===== config.mk =====
export PLATFORM = sky130hd
export DESIGN_NAME = mdu_sequencer
export DESIGN_NICKNAME = d
export VERILOG_FILES = /design/src/rtl/mdu_sequencer.sv
export SDC_FILE = /design/constraint.sdc
export NUM_CORES = 1
export LEC_CHECK = 0
export ABC_AREA = 1
export CELL_PAD_IN_SITES_DETAIL_PLACEMENT = 1
export CELL_PAD_IN_SITES_GLOBAL_PLACEMENT = 2
export CORE_ASPECT_RATIO = 0.9
export CORE_MARGIN = 2
export CORE_UTILIZATION = 34
export DETAILED_ROUTE_END_ITERATION = 10
export PLACE_DENSITY = 0.95
export SLEW_MARGIN = 0
export SYNTH_ARGS = -nofsm -noshare
export SYNTH_HDL_FRONTEND = slang
export SYNTH_SLANG_ARGS = --single-unit

===== constraint.sdc =====
create_clock -name CLK -period 7.7 [get_ports CLK]
set_clock_uncertainty 0.05 [all_clocks]
set_input_delay 1.925 -clock CLK [delete_from_list [all_inputs] [get_ports CLK]]
set_output_delay 1.925 -clock CLK [all_outputs]
set_load 0.02 [all_outputs]

===== src/rtl/mdu_sequencer.sv =====
// Purpose: RV32M multiply/divide sequencer sharing one 32-bit add/sub datapath; optional divider under MDU_DIV_EN.
// Latency: 34 cycles from Start to Done (1 cycle for divide-by-zero, signed overflow, or divide ops without MDU_DIV_EN).
// Backpressure: Stall_PC holds the PC while busy; Start outside IDLE is ignored; Flush aborts without Done.
module mdu_sequencer (
  input  logic        CLK,
  input  logic        RST,
  input  logic        Start,
  input  logic [2:0]  Funct3,
  input  logic [31:0] Rs1,
  input  logic [31:0] Rs2,
  input  logic        Flush,
  output logic        Busy,
  output logic        Stall_PC,
  output logic        Done,
  output logic [31:0] Result
);

  typedef enum logic [1:0] {IDLE, CALC, FIXUP, DONE} state_t;

  state_t      state, state_n;
  logic [2:0]  op;
  logic [31:0] opnd;      // multiplicand magnitude (mul) or divisor magnitude (div)
  logic [63:0] acc;       // mul: {partial product, multiplier}; div: {remainder, dividend/quotient}
  logic [4:0]  count;
  logic        neg_res;   // product / quotient must be negated
  logic [31:0] result;

  logic        a_signed, b_signed, a_neg, b_neg;
  logic [31:0] a_mag, b_mag;
  logic        special;
  logic [31:0] special_res;
  logic [63:0] acc_step;
  logic [63:0] prod;
  logic [31:0] mul_res, fix_res;
  logic        accept;

  assign accept = (state == IDLE) && Start && !Flush;

  // Operand decode at issue: signedness, magnitudes and the one-cycle special cases
  always_comb begin
    a_signed = (Funct3 == 3'b001) || (Funct3 == 3'b010) || (Funct3 == 3'b100) || (Funct3 == 3'b110);
    b_signed = (Funct3 == 3'b001) || (Funct3 == 3'b100) || (Funct3 == 3'b110);
    a_neg    = a_signed && Rs1[31];
    b_neg    = b_signed && Rs2[31];
    a_mag    = a_neg ? (~Rs1 + 32'd1) : Rs1;
    b_mag    = b_neg ? (~Rs2 + 32'd1) : Rs2;
    special     = 1'b0;
    special_res = 32'h0;
`ifdef MDU_DIV_EN
    if (Funct3[2] && (Rs2 == 32'h0)) begin
      special     = 1'b1;
      special_res = Funct3[1] ? Rs1 : 32'hFFFF_FFFF;
    end else if (Funct3[2] && !Funct3[0] && (Rs1 == 32'h8000_0000) && (Rs2 == 32'hFFFF_FFFF)) begin
      special     = 1'b1;
      special_res = Funct3[1] ? 32'h0 : 32'h8000_0000;
    end
`else
    special = Funct3[2];
`endif
  end

`ifdef MDU_DIV_EN
  logic        neg_rem;   // remainder takes the dividend's sign
  logic [32:0] add_a, add_b;
  logic [33:0] sum;
  logic [31:0] quo, rem;

  // Shared adder: add for shift-add multiply, subtract for restoring divide
  always_comb begin
    add_a = op[2] ? acc[63:31] : {1'b0, acc[63:32]};
    add_b = {1'b0, opnd};
    sum   = {1'b0, add_a} + {1'b0, (op[2] ? ~add_b : add_b)} + {33'b0, op[2]};
    if (op[2])
      acc_step = sum[33] ? {sum[31:0], acc[30:0], 1'b1} : {acc[62:0], 1'b0};
    else
      acc_step = acc[0] ? {sum[32:0], acc[31:1]} : {1'b0, acc[63:1]};
  end
`else
  logic [32:0] sum;

  // Adder used only for shift-add multiply
  always_comb begin
    sum      = {1'b0, acc[63:32]} + {1'b0, opnd};
    acc_step = acc[0] ? {sum, acc[31:1]} : {1'b0, acc[63:1]};
  end
`endif

  // Sign correction and word selection applied in FIXUP
  always_comb begin
    prod    = neg_res ? (~acc + 64'd1) : acc;
    mul_res = (op[1:0] == 2'b00) ? prod[31:0] : prod[63:32];
`ifdef MDU_DIV_EN
    quo     = neg_res ? (~acc[31:0] + 32'd1) : acc[31:0];
    rem     = neg_rem ? (~acc[63:32] + 32'd1) : acc[63:32];
    fix_res = op[2] ? (op[1] ? rem : quo) : mul_res;
`else
    fix_res = mul_res;
`endif
  end

  // State register
  always_ff @(posedge CLK or posedge RST) begin
    if (RST) state <= IDLE;
    else     state <= state_n;
  end

  // Next-state logic; Flush forces IDLE from any state
  always_comb begin
    state_n = state;
    case (state)
      IDLE:    if (accept) state_n = special ? DONE : CALC;
      CALC:    if (count == 5'd0) state_n = FIXUP;
      FIXUP:   state_n = DONE;
      DONE:    state_n = IDLE;
      default: state_n = IDLE;
    endcase
    if (Flush) state_n = IDLE;
  end

  // Datapath registers: load at issue, iterate in CALC, capture result on entry to DONE
  always_ff @(posedge CLK or posedge RST) begin
    if (RST) begin
      op      <= 3'b0;
      opnd    <= 32'h0;
      acc     <= 64'h0;
      count   <= 5'd0;
      neg_res <= 1'b0;
`ifdef MDU_DIV_EN
      neg_rem <= 1'b0;
`endif
      result  <= 32'h0;
    end else if (!Flush) begin
      if (accept) begin
        op      <= Funct3;
        opnd    <= Funct3[2] ? b_mag : a_mag;
        acc     <= {32'h0, (Funct3[2] ? a_mag : b_mag)};
        count   <= 5'd31;
        neg_res <= a_neg ^ b_neg;
`ifdef MDU_DIV_EN
        neg_rem <= a_neg;
`endif
        if (special) result <= special_res;
      end else if (state == CALC) begin
        acc <= acc_step;
        if (count != 5'd0) count <= count - 5'd1;
      end else if (state == FIXUP) begin
        result <= fix_res;
      end
    end
  end

  assign Busy     = (state == CALC) || (state == FIXUP);
  assign Stall_PC = Busy || (Start && (state == IDLE));
  assign Done     = (state == DONE);
  assign Result   = result;

endmodule


==> results of run 1 <==
-- layout by cell type (no fill, tap or decap), types with 3 or more instances in the layout --
master / n
a21boi_0: 3
a21oi_1: 75
a22oi_1: 3
a31oi_1: 6
buf_4: 11
bufinv_16: 4
clkbuf_16: 17
clkbuf_8: 3
clkdlybuf4s50_1: 105
dfrtp_1: 137
ha_1: 43
inv_1: 262
inv_2: 5
nand2_1: 854
nand2_2: 4
nand3_1: 232
nand3_2: 3
nand3b_1: 12
nand4_1: 18
nor2_1: 288
nor2_2: 8
nor2_4: 4
nor3_1: 20
nor4_1: 3
o2111ai_1: 6
o211ai_1: 14
o21ai_0: 102
o21ai_1: 8
o21bai_1: 7
o22ai_1: 13
or2_2: 4
xnor2_1: 7
xor2_1: 41
-- cell type report --
| type | count | area (sq um) |
|---|---|---|
| Inverter | 271 | 1020 |
| Multi-Input combinational cell | 1789 | 8320 |
| Timing Repair Buffer | 116 | 1130 |
| Fill cell | 5210 | 22900 |
| Clock inverter | 10 | 166 |
| Tap cell | 490 | 613 |
| Sequential cell | 138 | 3450 |
| Clock buffer | 21 | 470 |
-- through the flow --
| stage | setup WS [ps] | total power, mW | std cells | utilization, % | hold slack (ps) |
|---|---|---|---|---|---|
| detailed placement | 2120 | 5.42 | 2804 | 38.2 | 418 |
| CTS | 2390 | 6.38 | 2835 | 39.8 | 435 |
| finish | 2390 | 6.45 | 2835 | 39.8 | 431 |
| floorplan | 2030 | 3.91 | 2263 | - | 404 |
| global placement | 2260 | 5.30 | 2804 | 38.2 | 414 |
| global route | 2180 | 6.93 | 2835 | 39.8 | 453 |
-- metal layers --
metal  share of wire [%]  up-vias  wire [um]
li1                    -     7320          -
met1                  45     7511      25900
met2                  47      495      27100
met3                 6.0       93       3500
met4                 3.0        0       1720
met5                   0        -          0
-- registers in the layout, indices dropped and copies added (netlist names) --
signal   cells
count        5
opnd        32
neg_res      1
Result      32
op           2
state        2
acc         64
-- worst max path at each step --
stage / from / to / slack [ps] / cells past startpoint
3_3_place_gp: Start / Result[20]$_DFFE_PP0P_ / 2260 / 11
3_5_place_dp: Start / Result[22]$_DFFE_PP0P_ / 2120 / 11
2_1_floorplan: RST / Result[0]$_DFFE_PP0P_ / 2030 / 1
4_1_cts: Start / Stall_PC / 2390 / 5
5_1_grt: Start / Result[19]$_DFFE_PP0P_ / 2180 / 11
6_report: Start / Stall_PC / 2390 / 5
-- worst max-delay path: stages --
cell             delay (ps)
clkdlybuf4s50_1         420
nand2_1                 120
inv_1                    60
or2_2                   270
clkdlybuf4s50_1         540
-- where the power goes --
part	internal, mW	switching [mW]	total (mW)
Combinational	1.23	2.67	3.90
Clock	0.568	0.361	0.929
Sequential	1.07	0.556	1.62
-- cell families (layout without fill, tap and decap cells) --
group	after synthesis	in the layout	share of synthesized area (%)
and+or+nand+nor	1451	1451	45.5
adders and majority gates	44	44	4.27
buffers and inverters	336	418	10.0
xor gates and xnor gates	48	48	3.22
AOI/OAI and AO/OA	246	246	10.6
DFF	138	138	26.4
==> impl_metrics.yaml, run 1 <==
global_routing:
  grt_max_degree: 101
  use_met1_pct: 39.0
  grt_use_total_pct: 29.5
  overflow: 0
  grtUsageMet3_pct: 4.89
  busiest_layer: "met2"
  antenna_found_initial: 1
  grt_pass1_vias: 15700
  use_met2_pct: 49.0
  grt_first_pass_wirelength_um: 90400
cts:
  clk_latency_ps: 450
  cts_tree: "done"
  clock_path_buffers: 2
  root_buffer: "clkbuf_16"
  cts_sinks: 138
  cts_setup_buffers: 0
  cts_resized: 0
  ctsHoldBuffers: 0
  cts_max_level: 4
  clk_pin_slew_ps: 60
  cts-buffers-inserted: 17
floorplanning:
  start_util_pct: 34.3
  rows: 68
  dieArea_sq_um: 40000
  ios: 106
  die_h_um: 190
  core-area_sq_um: 38100
  die_w_um: 211
yosys:
  yosysWarnings: 0
  async_flop_share_pct: 100
  synth_seq_cells: 138
  syn_area_sq_um: 13100
  synth.most_common_cell: "nand2_1"
  syn_nets: 2378
  syn-instance-count: 2263
  netlist.area_leader.share_pct: 26.4
  avgSynthCellArea_sq_um: 5.78
  yosys-top-cells-area: "dfrtp_1, nand2_1, nand3_1"
  synth_common_cells: "nand2_1, nor2_1, inv_1"
  synth_flop_cell: "dfrtp_1"
  synth-edff-count: 0
  yosysTopAreaCell: "dfrtp_1"
  synth_cell_types: 44
  ys_seq_area_share_pct: 26.4
sta:
  slew_violations: 0
  min_period_over_period_pct: 68.9
  fin_crit_ps: 5310
  fin_tns_setup_ps: 0
  timing.fmax_mhz: 188
  tightest_slew_ps: 1120
  hold_viol_final: 0
  max_slew_margin_pct: 25.6
  rsz0062_at_grt: "no"
  setup_viol: 0
worst_hold_path:
  hold_path_end: "Result[14]$_DFFE_PP0P_"
  hold_class: "reg2reg"
  hold_path_depth: 2
  hp-start: "Result[14]$_DFFE_PP0P_"
power_and_ir_drop:
  p_per_area_nw_per_um2: 425
  leakage_nw: 7.54
  peakVddDrop_mv: 0.208
run:
  cap_violations: 0
critical_path:
  arrival_ps: 3330
  reg2reg_depth: 12
  reg2reg_slack_ps: 3700
  r2r_start: "state[0]$_DFFE_PP0P_"
  reg2reg_to: "Result[5]$_DFFE_PP0P_"
  crit_type: "in2out"
  crit_required_ps: 5730
  worst-path-max-fanout: 3
  worstSetupStartpointType: "input port"
  cp-end-kind: "output port"
placement:
  port_buffers: 105
  placed_area_sq_um: 14500
  place_hpwl_um: 46500
  gp_congestion: 0.964
finish:
  nNetsFinal: 2448
  areaGrowthSynthToFinish_pct: 16.2
  fin_area_sq_um: 15200
  drive_gt1_share_pct: 3.24
  n_antenna_cell: 0
routing:
  avgViaCountPerCell: 5.44
  drt-initial-drc-count: 1225
  wl_per_cell_um: 20.5
  drtPass1Iterations: 7
  drc: 0
  vias: 15400
  ant_nets: 0
  totalWireLength_um: 58200
status:
  status: "finished, final reports clean"
No activity file was read; power rests on OpenSTA's default activity.
==> inputs of run 2 (changes only) <==
--- a/config.mk
+++ b/config.mk
@@ -10,9 +10,9 @@
 export CELL_PAD_IN_SITES_GLOBAL_PLACEMENT = 2
 export CORE_ASPECT_RATIO = 0.9
 export CORE_MARGIN = 2
-export CORE_UTILIZATION = 34
+export CORE_UTILIZATION = 28
 export DETAILED_ROUTE_END_ITERATION = 10
-export PLACE_DENSITY = 0.95
+export PLACE_DENSITY = 0.88
 export SLEW_MARGIN = 0
 export SYNTH_ARGS = -nofsm -noshare
 export SYNTH_HDL_FRONTEND = slang
==> constraint.sdc (replaced) <==
create_clock -name CLK -period 4.6 [get_ports CLK]
set_clock_uncertainty 0.05 [all_clocks]
set_input_delay 1.15 -clock CLK [delete_from_list [all_inputs] [get_ports CLK]]
set_output_delay 1.15 -clock CLK [all_outputs]
set_load 0.02 [all_outputs]
==> run 2 against run 1 <==
  * Worst setup slack lost 1600 ps
  * Die area up 21%
  * Via count is 0.82% lower
  * Core utilization is 6.7 points lower
  * Sequential cell count is the same
  * Sequential power up 71%
==> impl_metrics.yaml, run 2 (synthesized netlist as in run 1, its figures left out) <==
sta:
  rsz0062_at_grt: "no"
  fin_crit_ps: 3770
  timing.fmax_mhz: 266
  tightest_slew_ps: 1050
  max_slew_margin_pct: 30.0
  hold_viol_final: 0
  fin_tns_setup_ps: 0
  finalWorstSetupSlack_ps: 835
  setup_viol: 0
  min_period_over_period_pct: 81.9
  whs_ps: 434
  slew_violations: 0
critical_path:
  crit_slowest_cell: "clkdlybuf4s50_1"
  reg2reg_slack_ps: 1670
  cp-end-kind: "output port"
  crit_required_ps: 3400
  slowest_delay_ps: 540
  reg2reg_depth: 14
  reg2reg_to: "Result[21]$_DFFE_PP0P_"
  r2r_start: "state[0]$_DFFE_PP0P_"
  crit_chain: "clkdlybuf4s50_1 > nand2_1 > inv_1 > or2_2 > clkdlybuf4s50_1"
  startpoint: "Start"
  crit_path_frequent_cell: "clkdlybuf4s50_1"
  crit_type: "in2out"
  arrival_ps: 2570
  worst-path-max-fanout: 3
  worstSetupStartpointType: "input port"
floorplanning:
  start_util_pct: 28.2
  dieArea_sq_um: 48400
  die_h_um: 209
  ios: 106
  core-area_sq_um: 46400
  die_w_um: 232
  rows: 75
cts:
  root_buffer: "clkbuf_16"
  cts_setup_buffers: 0
  cts-buffers-inserted: 17
  clk_pin_slew_ps: 60
  cts_resized: 0
  clock_path_buffers: 2
  cts_tree: "done"
  cts_sinks: 138
  ctsHoldBuffers: 0
  cts_max_level: 4
  clk_latency_ps: 450
finish:
  final_cells: 2969
  nNetsFinal: 2455
  final_common_cell: "nand2_1"
  regMostFlops: "acc"
  final_core_util_pct: 33.1
  drive_gt1_share_pct: 3.61
  largest_reg_flops: 64
  fillers: 6257
  final_cell_mix: "nand2_1, nor2_1, inv_1, nand3_1, dfrtp_1"
  n_antenna_cell: 0
  areaGrowthSynthToFinish_pct: 17.4
  fin_area_sq_um: 15300
global_routing:
  overflow: 0
  antenna_found_initial: 1
  grt_max_degree: 59
  grt_first_pass_wirelength_um: 93000
  grt_pass1_vias: 15600
  grt_use_total_pct: 25.1
routing:
  vias: 15300
  drt-initial-drc-count: 1024
  avgViaCountPerCell: 5.15
  wl_per_cell_um: 20.2
  drtPass1Iterations: 5
  ant_nets: 0
  totalWireLength_um: 60000
  drc: 0
worst_hold_path:
  hold_path_depth: 2
  hold_class: "reg2reg"
  hp-start: "Result[29]$_DFFE_PP0P_"
  hold_path_end: "Result[29]$_DFFE_PP0P_"
power_and_ir_drop:
  peakVddDrop_mv: 0.304
  p_per_area_nw_per_um2: 692
  finalPower_mw: 10.6
  leakage_nw: 7.54
placement:
  dp_slack_ps: 776
  place_hpwl_um: 48800
  gp_congestion: 0.963
  dp_cells: 2937
  port_buffers: 105
  placed_area_sq_um: 14800
run:
  cap_violations: 0
status:
  status: "finished, final reports clean"
==> run 2: changes by cell type in the layout (fill, tap and decap cells not counted), sizes merged <==
cell      previous run  this run
inv                269       273
clkinv               6         8
clkbuf              21        18
clkinvlp             2         4
buf                 11        18
bufinv               4         0
==> run 2: how the worst max path moves through the flow <==
stage	depth (start not counted)	slack, ps	end
final	5	830	Stall_PC
after global routing	5	750	Stall_PC
after CTS	5	820	Stall_PC
after detailed placement	10	780	opnd[26]$_DFFE_PP0P_
after global placement	10	800	opnd[26]$_DFFE_PP0P_
after floorplan	1	1680	Result[0]$_DFFE_PP0P_
==> run 2: cell type report <==
class	count	area (sq um)	area share, %
Clock inverter	14	111	0.726
Tap cell	616	771	5.02
Clock buffer	18	439	2.86
Timing Repair Buffer	123	1220	7.97
Inverter	271	1020	6.66
Sequential cell	138	3450	22.5
Multi-Input combinational cell	1789	8320	54.2
==> run 2: power breakdown <==
part | total (mW) | internal [mW] | switching, mW
clock | 1.36 | 0.714 | 0.646
combinational | 6.50 | 2.07 | 4.42
sequential | 2.77 | 1.78 | 0.989
total | 10.6 | 4.57 | 6.06
==> run 2: worst max-delay path: cells and delay by family <==
family	cells	cell delay, ps
buffers and inverters	3	1020
and+or+nand+nor	2	400
==> run 2: per-layer routing <==
metal  up-vias  part of all wire, %  global-route usage [%]
met5         -                    0                       0
met4         0                  2.8                    7.54
met3        76                  4.9                    2.70
met2       406                   47                    41.9
met1      7472                   46                    33.9
li1       7339                    -                       -
